--- src/rtl/mips_pkg.sv ---
// Shared definitions for the fetch stage: fetch-state encoding, NOP word and
// default datapath widths.
package mips_pkg;

  localparam int ADDR_W_DEF  = 32;
  localparam int INSTR_W_DEF = 32;

  localparam logic [31:0] NOP_INSTR = 32'h0;

  typedef enum logic [2:0] {
    ST_IDLE,
    ST_REQ,
    ST_REQ_DROP,
    ST_WAIT,
    ST_FULL,
    ST_DROP
  } fetch_state_t;

endpackage

--- src/rtl/ifid_reg.sv ---
// IF/ID pipeline register: loads a fetched instruction, or clears to a NOP
// bubble. The PC+4 field is only replaced by a real load.
module ifid_reg
  import mips_pkg::*;
#(
  parameter int ADDR_W  = ADDR_W_DEF,
  parameter int INSTR_W = INSTR_W_DEF
) (
  input  logic               clk,
  input  logic               rst_n,
  input  logic               load,
  input  logic               clear,
  input  logic [INSTR_W-1:0] next_instr,
  input  logic [ADDR_W-1:0]  next_pc4,
  output logic [INSTR_W-1:0] instr,
  output logic [ADDR_W-1:0]  pc4,
  output logic               valid
);

  // Clear wins over load so a redirect always squashes the slot.
  always_ff @(posedge clk or negedge rst_n) begin
    if (!rst_n) begin
      instr <= INSTR_W'(NOP_INSTR);
      pc4   <= '0;
      valid <= 1'b0;
    end else if (clear) begin
      instr <= INSTR_W'(NOP_INSTR);
      valid <= 1'b0;
    end else if (load) begin
      instr <= next_instr;
      pc4   <= next_pc4;
      valid <= 1'b1;
    end
  end

endmodule

--- src/rtl/fetch_stage_ctrl.sv ---
// IF-stage controller: PC, imem request/response handshake, one-entry fetch
// buffer, and application of the hazard unit's stall/flush commands.
module fetch_stage_ctrl
  import mips_pkg::*;
#(
  parameter int               ADDR_W   = ADDR_W_DEF,
  parameter int               INSTR_W  = INSTR_W_DEF,
  parameter logic [ADDR_W-1:0] RESET_PC = '0
) (
  input  logic               clk,
  input  logic               rst_n,
  input  logic               pc_write,
  input  logic               ifid_write,
  input  logic               if_flush,
  input  logic               jump,
  input  logic [ADDR_W-1:0]  jump_target,
  input  logic [ADDR_W-1:0]  branch_target,
  output logic               imem_req,
  output logic [ADDR_W-1:0]  imem_addr,
  input  logic               imem_gnt,
  input  logic               imem_rvalid,
  input  logic [INSTR_W-1:0] imem_rdata,
  output logic [INSTR_W-1:0] ifid_instr,
  output logic [ADDR_W-1:0]  ifid_pc4,
  output logic               ifid_valid,
  output logic               fetch_bubble
);

  fetch_state_t        state, state_next;
  logic [ADDR_W-1:0]   pc, pc_next, pc_plus4, req_addr, target;
  logic [INSTR_W-1:0]  buf_instr;
  logic                advance, redirect, avail, consume;
  logic                enter_req, buf_load;

  assign advance  = pc_write & ifid_write;
  assign redirect = if_flush & pc_write;
  assign target   = jump ? jump_target : branch_target;
  assign pc_plus4 = pc + ADDR_W'(4);

  // An instruction is available either straight off imem in WAIT or from the buffer.
  assign avail        = ((state == ST_WAIT) & imem_rvalid) | (state == ST_FULL);
  assign consume      = advance & ~redirect & avail;
  assign fetch_bubble = advance & ~redirect & ~avail;
  assign pc_next      = redirect ? target : (consume ? pc_plus4 : pc);

  assign imem_req  = (state == ST_REQ) | (state == ST_REQ_DROP);
  assign imem_addr = req_addr;

  always_comb begin
    state_next = state;
    enter_req  = 1'b0;
    buf_load   = 1'b0;
    case (state)
      ST_IDLE: begin
        state_next = ST_REQ;
        enter_req  = 1'b1;
      end
      ST_REQ: begin
        if (imem_gnt)      state_next = redirect ? ST_DROP : ST_WAIT;
        else if (redirect) state_next = ST_REQ_DROP;
      end
      ST_REQ_DROP: begin
        if (imem_gnt) state_next = ST_DROP;
      end
      ST_WAIT: begin
        if (imem_rvalid) begin
          if (redirect | consume) begin
            state_next = ST_REQ;
            enter_req  = 1'b1;
          end else begin
            state_next = ST_FULL;
            buf_load   = 1'b1;
          end
        end else if (redirect) begin
          state_next = ST_DROP;
        end
      end
      ST_FULL: begin
        if (redirect | consume) begin
          state_next = ST_REQ;
          enter_req  = 1'b1;
        end
      end
      ST_DROP: begin
        if (imem_rvalid) begin
          state_next = ST_REQ;
          enter_req  = 1'b1;
        end
      end
      default: state_next = ST_IDLE;
    endcase
  end

  // The request address is captured only on entry to REQ, so it stays stable until granted.
  always_ff @(posedge clk or negedge rst_n) begin
    if (!rst_n) begin
      state     <= ST_IDLE;
      pc        <= RESET_PC;
      req_addr  <= RESET_PC;
      buf_instr <= '0;
    end else begin
      state <= state_next;
      pc    <= pc_next;
      if (enter_req) req_addr  <= pc_next;
      if (buf_load)  buf_instr <= imem_rdata;
    end
  end

  ifid_reg #(
    .ADDR_W  (ADDR_W),
    .INSTR_W (INSTR_W)
  ) u_ifid (
    .clk        (clk),
    .rst_n      (rst_n),
    .load       (consume),
    .clear      (redirect | fetch_bubble),
    .next_instr ((state == ST_FULL) ? buf_instr : imem_rdata),
    .next_pc4   (pc_plus4),
    .instr      (ifid_instr),
    .pc4        (ifid_pc4),
    .valid      (ifid_valid)
  );

endmodule

--- config.mk ---
export PLATFORM = sky130hd
export DESIGN_NAME = fetch_stage_ctrl
export DESIGN_NICKNAME = d
export VERILOG_FILES = /design/src/rtl/mips_pkg.sv /design/src/rtl/ifid_reg.sv /design/src/rtl/fetch_stage_ctrl.sv
export SDC_FILE = /design/constraint.sdc
export NUM_CORES = 1
export LEC_CHECK = 0
export ABC_AREA = 1
export CAP_MARGIN = 10
export CORE_MARGIN = 4
export CORE_UTILIZATION = 52
export CTS_BUF_LIST = sky130_fd_sc_hd__clkbuf_4
export CTS_CLUSTER_DIAMETER = 40
export CTS_CLUSTER_SIZE = 28
export DETAILED_ROUTE_END_ITERATION = 16
export GPL_TIMING_DRIVEN = 0
export HOLD_SLACK_MARGIN = 0.12
export PLACE_DENSITY_LB_ADDON = 0.12
export SYNTH_ARGS = -nofsm -noshare
export SYNTH_HDL_FRONTEND = slang
export SYNTH_SLANG_ARGS = --single-unit
--- constraint.sdc ---
create_clock -name clk -period 2.1 [get_ports clk]
set_input_delay 0.21 -clock clk [delete_from_list [all_inputs] [get_ports clk]]
set_output_delay 0.21 -clock clk [all_outputs]
set_load 0.02 [all_outputs]
==> impl_results.md <==
- Vertical die dimension: approximately 130 µm
- Critical Path AT: 1.72 ns
- Final WL: 23.5 mm
- Remaining number of nets flagged by the antenna check after routing: 0
- Die Area: approximately 18000 µm²
- Violation count after the first detailed-routing iteration: between 600 and 700
- Proportion of synthesized chip area in sequential cells: 49.5%
- Via count of the first global-routing pass: around 7.5k
- Clock tree sinks: 164
- Final setup fails: 0
- Average footprint of a synthesized cell: 7.86 µm²
- Number of enable flip-flop cells after synthesis: 0
- Placed Cells: 1469
- Leading cell type in the layout, fill and taps excluded: sky130_fd_sc_hd__nand2_1
- Post-synth cell types: 37
- Critical path's slowest cell: sky130_fd_sc_hd__dfrtp_1
- Number of maximum-capacitance constraint violations: 0
- Highest-count cells in the layout ignoring fill and taps: 355 x sky130_fd_sc_hd__nand2_1, 199 x sky130_fd_sc_hd__clkdlybuf4s50_1, 163 x sky130_fd_sc_hd__dfrtp_1
- Required time of the critical path: 1.89 ns
- Post-Syn Area: 8290 µm²
- Largest fanout on the critical path: 6
- # DRC: 0
- Number of nets at the end of the flow: 1384
- Total gr overflow: 0
- Worst Hold Slack: 0.175 ns
- Stage delay of the slowest cell on the critical path: about 0.45 ns
- Tot Pwr: roughly 12 mW
- Synth top area share: 49.5%
- Final TNS setup: 0 ns
- Placement row count: 45
- Critical path endpoint category: output pin
- Startpoint-to-endpoint class of the critical path: reg2out
- Critical path's top delay family: simple AND/OR/NAND/NOR gates
- Skew-Pair Late Insertion Delay: 0.57 ns
- Cell Count, Final, Fillers Out: 1503
- Cell type contributing the most total cell area after synthesis: sky130_fd_sc_hd__dfrtp_1
- Footprint of the multi-input gates: between 3000 and 4000 µm²
- Clock buffer count from CTS: 17
- I/O pin cnt: 203
- Hold/Removal Path Class: in2async
- Number of instances in the synthesized netlist: 1055
- Normalized max-slew margin: 56.5%
- Synthesized flop and latch total: 164
- FF+latch area: 4110 µm²
- Cell repeated most along the worst path: sky130_fd_sc_hd__nand2_4
- CTS Root Cell: sky130_fd_sc_hd__clkbuf_4
- Worst slew pin tran: 0.652 ns
- Async set or reset register ratio after synthesis: 100%
- Total leakage power: 5.30 nW
- Kind of start point of the critical path: register
- Maximum number of pins on one net before global-route repair: 121
- Wire length per cell after detailed routing: 15.6 µm
- Total power per unit cell area: between 1000 and 1500 nW/µm²
- Clock tree skew after final layout: 0.0227 ns
- Run status: complete, no violations
- Most area-consuming cells after synthesis: sky130_fd_sc_hd__dfrtp_1 49%, sky130_fd_sc_hd__nand2_1 16%, sky130_fd_sc_hd__o21ai_0 6.2%, sky130_fd_sc_hd__nand3_1 6.0%, sky130_fd_sc_hd__nor2_1 4.9%
- Effective utilization at floorplan: 53.7%
- Number of buffer and inverter instances along the worst setup path: 1
- Syn Nets: 1160
- TritonCTS clock tree: yes
- Number of failing hold endpoints at the final stage: 0
- Final Cycle Share: 92.1%
- Max Transition Viols Final: 0
- Layout-stage area growth over the synthesis result: 31.7%
- Final min period: 1.93 ns
- GRT Resource Usage Total: 26.4%
- Die width: 134 µm
- Post-detailed-route via-to-cell ratio: 5.09
- Fraction of final layout cells with drive strength greater than 1: under 10%
- Global-route wire length before repair: 37.8 mm
- Fillers: approximately 1.3k
- Worst VDD drop: about 0.00065 V
- Number of buffer cells added on primary ports: 202
- Total half-perimeter wirelength after legalization and detailed placement: 17.6 mm
- Initial antenna violation count: 2
- Final GP Congestion: 0.936
- Deepest level of the CTS H-tree: 4
- Buffer levels on the longest clock path: 2
- Highest Clock Rate: 517 MHz
- Setup repair bufs after CTS: 0
- Core Region: 15400 µm²
- Cell-by-cell listing of the critical path: nor2_2, nand2_4, nand2_4, nor3_1, buf_4
- Number of warning messages in the yosys log: 0
- Overall via count from detail_route: 7646
- CTS clock-pin slew for the worst setup and hold paths: 0.15 ns
- 1st-pass router iterations: 5
- Antenna diode instance count: 0
- Dominant register cell in the synthesized netlist: sky130_fd_sc_hd__dfrtp_1
-- cells by family after synthesis --
| kind of cell | count (synthesis) | synth area share [%] |
|---|---|---|
| AND/OR/NAND/NOR | 612 | 32.7 |
| buffers and inverters | 137 | 7.95 |
| adder cells (fa/ha/maj) | 1 | 0.151 |
| AO/OA/AOI/OAI | 139 | 9.49 |
| flip-flops | 164 | 49.5 |
| XOR/XNOR | 2 | 0.211 |
-- routing by layer --
metal	vias to the layer above	wire length, µm	track usage [%]
li1	3801	-	-
met1	3553	9710	33.4
met2	249	11600	44.5
met3	39	1680	7.50
met4	4	513	7.58
met5	-	27	0
-- path summary, 6_finish.rpt --
kind | start | endpoint | slack, ns | cells after the start
max in group asynchronous | rst_n | state[0] | 1.36 | 3
hold reg to reg | buf_instr[23] | buf_instr[23] | 0.49 | 2
setup / recovery | state[1] | fetch_bubble | 0.17 | 5
setup reg to reg | pc[2] | imem_addr[27] | 0.17 | 9
hold / removal | rst_n | imem_addr[8] | 0.18 | 3
min in group clk | imem_rdata[21] | buf_instr[21] | 0.19 | 3
-- area by class of cell --
class	count	area share, %
inverters	88	3.07
well taps	211	2.42
repair buffers	205	19.0
clock inverters	15	1.36
clock buffers	17	1.17
plain buffers	49	2.97
multi-input cells	754	32.4
flip-flops and latches	164	37.6
-- stage by stage --
step           setup slack, ns  util (%)  area (µm²)
3_5_place_dp            -0.281      68.8       10600
3_3_place_gp             -5.81      68.6       10600
4_1_cts                0.00598      70.8       10900
2_1_floorplan            0.532         -        8290
6_report                 0.166      70.8       10900
5_1_grt               -0.00167      70.8       10900
-- sequential cells by signal (all words and copies together) (netlist names) --
signal        flops
pc               32
buf_instr        32
u_ifid.pc4       32
imem_addr        32
u_ifid.instr     32
state             3
u_ifid.valid      1
-- what timing repair did --
action,4_1_cts,5_1_grt
gates resized for setup,6,8
endpoints found under the hold margin,164,0
hold buffers,2,0
setup endpoints to repair,2,12
-- report_power, final --
part	switching, mW	internal [mW]
sequential	0.698	4.22
clock	1.22	0.614
combinational	2.97	2.22
-- worst min-delay path, cell delays in order --
cell and delay [ns]:
sky130_fd_sc_hd__dlygate4sd3_1 0.57, sky130_fd_sc_hd__buf_8 0.13, sky130_fd_sc_hd__buf_12 0.23
-- synth_stat cells, types with 3 or more instances --
master                     count
sky130_fd_sc_hd__buf_2        14
sky130_fd_sc_hd__o211ai_1      5
sky130_fd_sc_hd__and2_1        3
sky130_fd_sc_hd__o21bai_1      7
sky130_fd_sc_hd__nor2_1      109
sky130_fd_sc_hd__o21ai_0     103
sky130_fd_sc_hd__buf_6         7
sky130_fd_sc_hd__inv_1        74
sky130_fd_sc_hd__o21ai_2      11
sky130_fd_sc_hd__inv_2         3
sky130_fd_sc_hd__nor2_4        3
sky130_fd_sc_hd__clkbuf_1     18
sky130_fd_sc_hd__nand2_4       4
sky130_fd_sc_hd__nand3_1     100
sky130_fd_sc_hd__nand3_4       9
sky130_fd_sc_hd__nand2_2      15
sky130_fd_sc_hd__nor2_2        5
sky130_fd_sc_hd__buf_4         4
sky130_fd_sc_hd__nand2_1     355
sky130_fd_sc_hd__clkinv_1      9
sky130_fd_sc_hd__o31ai_1       7
sky130_fd_sc_hd__dfrtp_1     164
No activity file was read; power rests on OpenSTA's default activity.
